### src/rtl/single_buffer_reader_pkg.sv
// Shared types and default geometry for the banked single frame buffer
// and its read-side sequencer.
package single_buffer_pkg;

    typedef enum logic [1:0] {
        IDLE,
        READ,
        DRAIN,
        DONE
    } state_t;

    localparam int DEF_ADDRESS_DEPTH    = 512;
    localparam int DEF_BANK_COUNT       = 3;
    localparam int DEF_BLOCK_COUNT      = 4;
    localparam int DEF_BLOCK_DATA_WIDTH = 32;

    function automatic int addr_w(input int depth);
        return (depth > 1) ? $clog2(depth) : 1;
    endfunction

endpackage

### src/rtl/single_buffer_reader_fifo.sv
// Small synchronous FIFO that catches buffer read data after the RAM
// latency; the head word is held in an output register.
module read_skid_fifo #(
    parameter int DEPTH = 2,
    parameter int WIDTH = 8,
    localparam int PW = (DEPTH > 1) ? $clog2(DEPTH) : 1,
    localparam int CW = $clog2(DEPTH + 1)
) (
    input  logic             clk,
    input  logic             rst,
    input  logic             push,
    input  logic [WIDTH-1:0] wr_data,
    input  logic             pop,
    output logic [WIDTH-1:0] rd_data,
    output logic [CW-1:0]    count
);

    logic [WIDTH-1:0] mem [DEPTH];
    logic [PW-1:0]    wr_ptr;
    logic [PW-1:0]    rd_ptr;
    logic [PW-1:0]    rd_ptr_nxt;
    logic             do_push;
    logic             do_pop;

    function automatic logic [PW-1:0] ptr_inc(input logic [PW-1:0] p);
        return (p == PW'(DEPTH - 1)) ? '0 : p + 1'b1;
    endfunction

    assign do_pop     = pop && (count != '0);
    assign do_push    = push && ((count != CW'(DEPTH)) || do_pop);
    assign rd_ptr_nxt = do_pop ? ptr_inc(rd_ptr) : rd_ptr;

    always_ff @(posedge clk) begin
        if (rst) begin
            wr_ptr <= '0;
            rd_ptr <= '0;
            count  <= '0;
        end else begin
            if (do_push) begin
                wr_ptr <= ptr_inc(wr_ptr);
            end
            rd_ptr <= rd_ptr_nxt;
            case ({do_push, do_pop})
                2'b10:   count <= count + CW'(1);
                2'b01:   count <= count - CW'(1);
                default: count <= count;
            endcase
        end
    end

    // Storage and head register; a push landing on the next head slot bypasses the array.
    always_ff @(posedge clk) begin
        if (do_push) begin
            mem[wr_ptr] <= wr_data;
        end
        if (do_push && (wr_ptr == rd_ptr_nxt)) begin
            rd_data <= wr_data;
        end else begin
            rd_data <= mem[rd_ptr_nxt];
        end
    end

endmodule

### src/rtl/single_buffer_reader.sv
// Read-side sequencer: reads a frame from all banks in parallel and streams
// each flattened word out on a valid/ready interface in address order.
module single_buffer_reader
    import single_buffer_pkg::*;
#(
    parameter int ADDRESS_DEPTH    = DEF_ADDRESS_DEPTH,
    parameter int BANK_COUNT       = DEF_BANK_COUNT,
    parameter int BLOCK_COUNT      = DEF_BLOCK_COUNT,
    parameter int BLOCK_DATA_WIDTH = DEF_BLOCK_DATA_WIDTH,
    parameter int BANDWIDTH        = BLOCK_COUNT * BLOCK_DATA_WIDTH,
    parameter int READ_LATENCY     = 1,
    localparam int AW = addr_w(ADDRESS_DEPTH),
    localparam int DW = BANDWIDTH * BANK_COUNT
) (
    input  logic                     clkb,
    input  logic                     resetb,
    input  logic                     start,
    input  logic [AW:0]              frame_words,
    output logic                     busy,
    output logic                     done,
    output logic                     ceb,
    output logic [AW*BANK_COUNT-1:0] adb,
    input  logic [DW-1:0]            dout_flat,
    output logic [DW-1:0]            m_data,
    output logic                     m_valid,
    input  logic                     m_ready,
    output logic                     m_last
);

    localparam int FD  = READ_LATENCY + 1;
    localparam int FCW = $clog2(FD + 1);
    localparam int CRW = $clog2(READ_LATENCY + 2);
    localparam logic [CRW-1:0] CREDIT_MAX = CRW'(READ_LATENCY + 1);
    localparam logic [AW:0]    DEPTH_W    = (AW + 1)'(ADDRESS_DEPTH);

    state_t                  state;
    logic [AW:0]             total;
    logic [AW:0]             issued;
    logic [AW:0]             delivered;
    logic [AW:0]             words_clamped;
    logic [AW-1:0]           last_adb;
    logic [CRW-1:0]          credits;
    logic [READ_LATENCY-1:0] tag_p;
    logic                    issue;
    logic                    pop;
    logic [DW-1:0]           fifo_data;
    logic [FCW-1:0]          fifo_count;

    assign words_clamped = (frame_words > DEPTH_W) ? DEPTH_W : frame_words;

    // A pop in the same cycle frees a slot, so issuing on it keeps full rate at zero credits.
    assign pop     = m_valid && m_ready;
    assign issue   = (state == READ) && (issued != total) && ((credits != '0) || pop);
    assign ceb     = issue;
    assign adb     = {BANK_COUNT{issue ? issued[AW-1:0] : last_adb}};
    assign m_valid = (fifo_count != '0);
    assign m_data  = m_valid ? fifo_data : '0;
    assign m_last  = m_valid && (delivered == total - 1'b1);

    always_ff @(posedge clkb) begin
        if (resetb) begin
            state     <= IDLE;
            busy      <= 1'b0;
            done      <= 1'b0;
            total     <= '0;
            issued    <= '0;
            delivered <= '0;
            last_adb  <= '0;
        end else begin
            if (issue) begin
                issued   <= issued + 1'b1;
                last_adb <= issued[AW-1:0];
            end
            if (pop) begin
                delivered <= delivered + 1'b1;
            end
            case (state)
                IDLE: begin
                    if (start) begin
                        state     <= READ;
                        busy      <= 1'b1;
                        total     <= words_clamped;
                        issued    <= '0;
                        delivered <= '0;
                        last_adb  <= '0;
                    end
                end
                READ: begin
                    // An empty frame passes through READ for one idle cycle before DONE.
                    if (total == '0) begin
                        state <= DONE;
                        done  <= 1'b1;
                    end else if (issue && (issued == total - 1'b1)) begin
                        state <= DRAIN;
                    end
                end
                DRAIN: begin
                    if (pop && m_last) begin
                        state <= DONE;
                        done  <= 1'b1;
                    end
                end
                DONE: begin
                    state <= IDLE;
                    busy  <= 1'b0;
                    done  <= 1'b0;
                end
                default: state <= IDLE;
            endcase
        end
    end

    always_ff @(posedge clkb) begin
        if (resetb) begin
            credits <= CREDIT_MAX;
        end else if (issue && !pop) begin
            credits <= credits - 1'b1;
        end else if (pop && !issue) begin
            credits <= credits + 1'b1;
        end
    end

    // Read-latency stage: tag marks which buffer output cycles carry requested data.
    if (READ_LATENCY == 1) begin : g_tag_one
        always_ff @(posedge clkb) begin
            if (resetb) begin
                tag_p <= '0;
            end else begin
                tag_p <= issue;
            end
        end
    end else begin : g_tag_multi
        always_ff @(posedge clkb) begin
            if (resetb) begin
                tag_p <= '0;
            end else begin
                tag_p <= {tag_p[READ_LATENCY-2:0], issue};
            end
        end
    end

    // Skid stage: tagged read data lands here and drains to the stream.
    read_skid_fifo #(
        .DEPTH (FD),
        .WIDTH (DW)
    ) u_fifo (
        .clk     (clkb),
        .rst     (resetb),
        .push    (tag_p[READ_LATENCY-1]),
        .wr_data (dout_flat),
        .pop     (pop),
        .rd_data (fifo_data),
        .count   (fifo_count)
    );

endmodule
### config.mk
export PLATFORM = sky130hd
export DESIGN_NAME = single_buffer_reader
export DESIGN_NICKNAME = d
export VERILOG_FILES = /design/src/rtl/single_buffer_reader_pkg.sv /design/src/rtl/single_buffer_reader_fifo.sv /design/src/rtl/single_buffer_reader.sv
export SDC_FILE = /design/constraint.sdc
export NUM_CORES = 1
export LEC_CHECK = 0
export BUFFER_PORTS_ARGS = -buffer_cell sky130_fd_sc_hd__buf_2
export CAP_MARGIN = 40
export CORE_AREA = 2 2 313 315
export DETAILED_ROUTE_END_ITERATION = 6
export DIE_AREA = 0 0 315 317
export PLACE_DENSITY = 0.54
export SETUP_SLACK_MARGIN = 0.4
export SLEW_MARGIN = 20
export SYNTH_ARGS = -nofsm -noshare
export SYNTH_HDL_FRONTEND = slang
export SYNTH_SLANG_ARGS = --single-unit
### constraint.sdc
create_clock -name clkb -period 51.2 [get_ports clkb]
set_input_delay 7.68 -clock clkb [delete_from_list [all_inputs] [get_ports clkb]]
set_output_delay 7.68 -clock clkb [all_outputs]
set_load 0.02 [all_outputs]
==> impl_metrics.yaml <==
status:
  status: "complete, no violations"
worst_setup_path:
  slowest_stage: "mux2_2"
  cp.arrival_ns: 9.27
  timing.rr.end: "u_fifo.mem[1][356]$_DFFE_PP_"
  crit_chain: "buf_2, o21a_1, or3_1, o311a_1, buf_6, mux2_2, buf_2"
  path_delay_family: "compound AO/OA/AOI/OAI gates"
  crit_top_cell: "buf_2"
  crit_required_ns: 43.52
  cpPeakStageDelay_ns: 0.38
  crit_path_start_kind: "input port"
  ff2ff_path_depth: 7
  cp_max_fo: 18
  regToRegSetupSlack_ns: 47.37
  end_kind: "output port"
  worst-path-buf-inv: 3
  path_class: "in2out"
  r2r_start: "u_fifo.count[0]$_SDFFE_PP0P_"
clock_tree:
  postCtsSetupRepairBufs: 0
  cts_root_buf: "clkbuf_16"
  cts_made_buffers: 89
  cts_buffer_depth: 3
  cts_tree: "done"
  cts_num_sinks: 819
  htreeDepth: 3
  cts_resized: 0
  holdBufCountCts: 0
  clk_latency_ns: 0.65
  clk_pin_slew_ns: 0.06
synthesis:
  netlist.top_cell.by_area: "edfxtp_1"
  syn-cell-area_mm2: 0.0317
  synthFlopType: "edfxtp_1"
  synth_common_cells: "edfxtp_1 (768), nor2_1 (411), mux2i_1 (385), clkbuf_1 (59), dfxtp_1 (51)"
  ys_seq_area_share_pct: 76.0
  synth_nets: 2378
  async_reset_ff_share_pct: 0
  syn_inst: 1971
  synth-edff-count: 768
  ys_seq_elements: 819
  yosys.cell_count.top_type: "edfxtp_1"
  synth.top_cell.area_share_pct: 72.8
  ys_types: 54
  synth-warning-count: 0
  yosys-top-cells-area: "edfxtp_1 (73%), mux2i_1 (12%), nor2_1 (4.9%)"
  syn_area_per_cell_um2: 16.1
layout:
  register_area_mm2: 0.0241
  fin_nets: 3198
  final_area_mm2: 0.0404
  fin_util_pct: 41.9
  nFillCells: 8898
  syn2layout_area_growth_pct: 27.5
  multi_input_area_mm2: 0.00701
  layout-drive-gt1-share_pct: 35.4
sta:
  finalSetupTns_ns: 0
  setup_violations: 0
  slew_viol_final: 0
  finalClockSkew_ns: 0.0155
  worst_pin_slew_ns: 1.17
  hold_viol: 0
  rsz0062_at_grt: "false"
  clock.fmax_mhz: 59.0
  max-slew-margin-rel_pct: 22.1
  final.period_utilization_pct: 33.1
  post-route-min-period_ns: 16.95
placed_design:
  dp_hpwl_um: 60000
  finalWeightedCongestion: 0.828
  place_area_mm2: 0.0373
  port_buffers: 813
global_routing:
  busiest_layer: "met2"
  grt_use_met2_pct: 28.1
  globalRouteMet1Util_pct: 17.4
  grt-ovfl-total: 0
  antenna_found_initial: 51
  grt_pass1_wl_um: 120000
  grt_usage_pct: 16.0
  grt_max_degree: 181
  grt_pass1_vias: 19600
  use_met3_pct: 6.89
die:
  die_w_um: 315
  row_count: 114
  dieHeight_um: 317
  fp.coreArea_mm2: 0.0963
  start_util_pct: 32.9
  die_area_mm2: 0.0999
  io_pins: 814
power_and_ir_drop:
  vdd_drop_max_uv: 36.6
  cellPowerDensity_mw_per_mm2: 44.7
  p_leak_nw: 15.0
job:
  cap_violations: 0
route:
  drt_iter0_markers: 959
  dr.pass1.iters: 5
  wl_per_cell_um: 20.3
  drcViolationCount: 0
  vias: 19100
  viasPerCell: 4.61
  wl_um: 84200
  detail-route-antenna-nets: 0
hold_path:
  hold_depth: 1
  hold_start: "u_fifo.rd_ptr$_SDFF_PP0_"
  hold_path_class: "reg2reg"
sequential cells by signal (all words and copies together), names as in the netlist, named ones only:
name,count
tag_p,1
issued,10
state,2
u_fifo.mem,768
last_adb,9
credits,2
busy,1
u_fifo.wr_ptr,1
total,10
u_fifo.count,2
delivered,10
u_fifo.rd_ptr,1
done,1
cell type report:
type / count / share of cell area (%)
multi-input combinational: 1017 / 17.4
inverter: 11 / 0.102
clock inverter: 49 / 1.43
clock buffer: 104 / 5.81
tap: 1276 / 3.95
sequential: 819 / 59.7
antenna: 17 / 0.105
timing repair buffer: 853 / 11.6
worst max path at each step:
stage | startpoint | depth (start not counted) | endpoint
2_1_floorplan | m_ready | 2 | u_fifo.mem[0][0]$_DFFE_PP_
3_5_place_dp | m_ready | 6 | adb[12]
5_1_grt | m_ready | 7 | adb[26]
6_report | m_ready | 7 | adb[21]
4_1_cts | m_ready | 6 | adb[12]
3_3_place_gp | m_ready | 6 | adb[21]
cell families (layout without fill, tap and decap cells):
logic type                 after synthesis  count (layout)  synth area share (%)
muxes                                  394             394                  12.5
DFF                                    819             819                  76.0
and+or+nand+nor                        510             510                  6.60
AOI/OAI and AO/OA                       62              62                  1.47
xor gates and xnor gates                42              42                  1.16
adders and majority gates                9               9                 0.356
buffers and inverters                  135            1017                  1.90
other                                    0              17                     0
placed cells by master (no fill, tap or decap), types with 5 or more instances in the layout:
cell / count
nor3_1: 10
nor2_1: 408
buf_2: 814
a22o_1: 7
clkinv_2: 19
clkinv_1: 8
mux2_2: 9
edfxtp_1: 768
diode_2: 17
inv_1: 11
clkbuf_16: 92
ha_1: 9
or3_1: 7
dfxtp_1: 50
buf_16: 12
clkinvlp_4: 5
and2_1: 11
and3_1: 9
clkbuf_1: 12
a21oi_1: 15
nand3_1: 9
xnor2_1: 21
xor2_1: 21
bufinv_16: 12
buf_4: 20
mux2i_1: 385
nand2_1: 27
o21ai_0: 14
buf_12: 5
nand2b_1: 5
nand4_1: 6
routing by layer:
| layer | wire length (um) | up-vias |
|---|---|---|
| met4 | 2010 | 56 |
| li1 | - | 8924 |
| met1 | 30900 | 9283 |
| met2 | 42900 | 681 |
| met5 | 326 | - |
| met3 | 8110 | 173 |
where the power goes:
part / leakage, nW / switching, W / internal [W]
sequential: 7.35 / 0.0000157 / 0.000794
combinational: 6.23 / 0.000228 / 0.000125
clock: 1.43 / 0.000256 / 0.000387
total: 15.0 / 0.000499 / 0.00131
metrics by stage:
step / total power (W) / setup slack, ns / hold WS, ns / std cells
after floorplan: 0.00108 / 26.39 / 0.420 / 1971
after global placement: 0.00116 / 33.99 / 0.433 / 3957
after detailed placement: 0.00118 / 33.89 / 0.426 / 3970
after CTS: 0.00183 / 33.89 / 0.438 / 4123
after global routing: 0.00188 / 34.16 / 0.462 / 4139
final: 0.00181 / 34.25 / 0.439 / 4146
No activity file was read; power rests on OpenSTA's default activity.
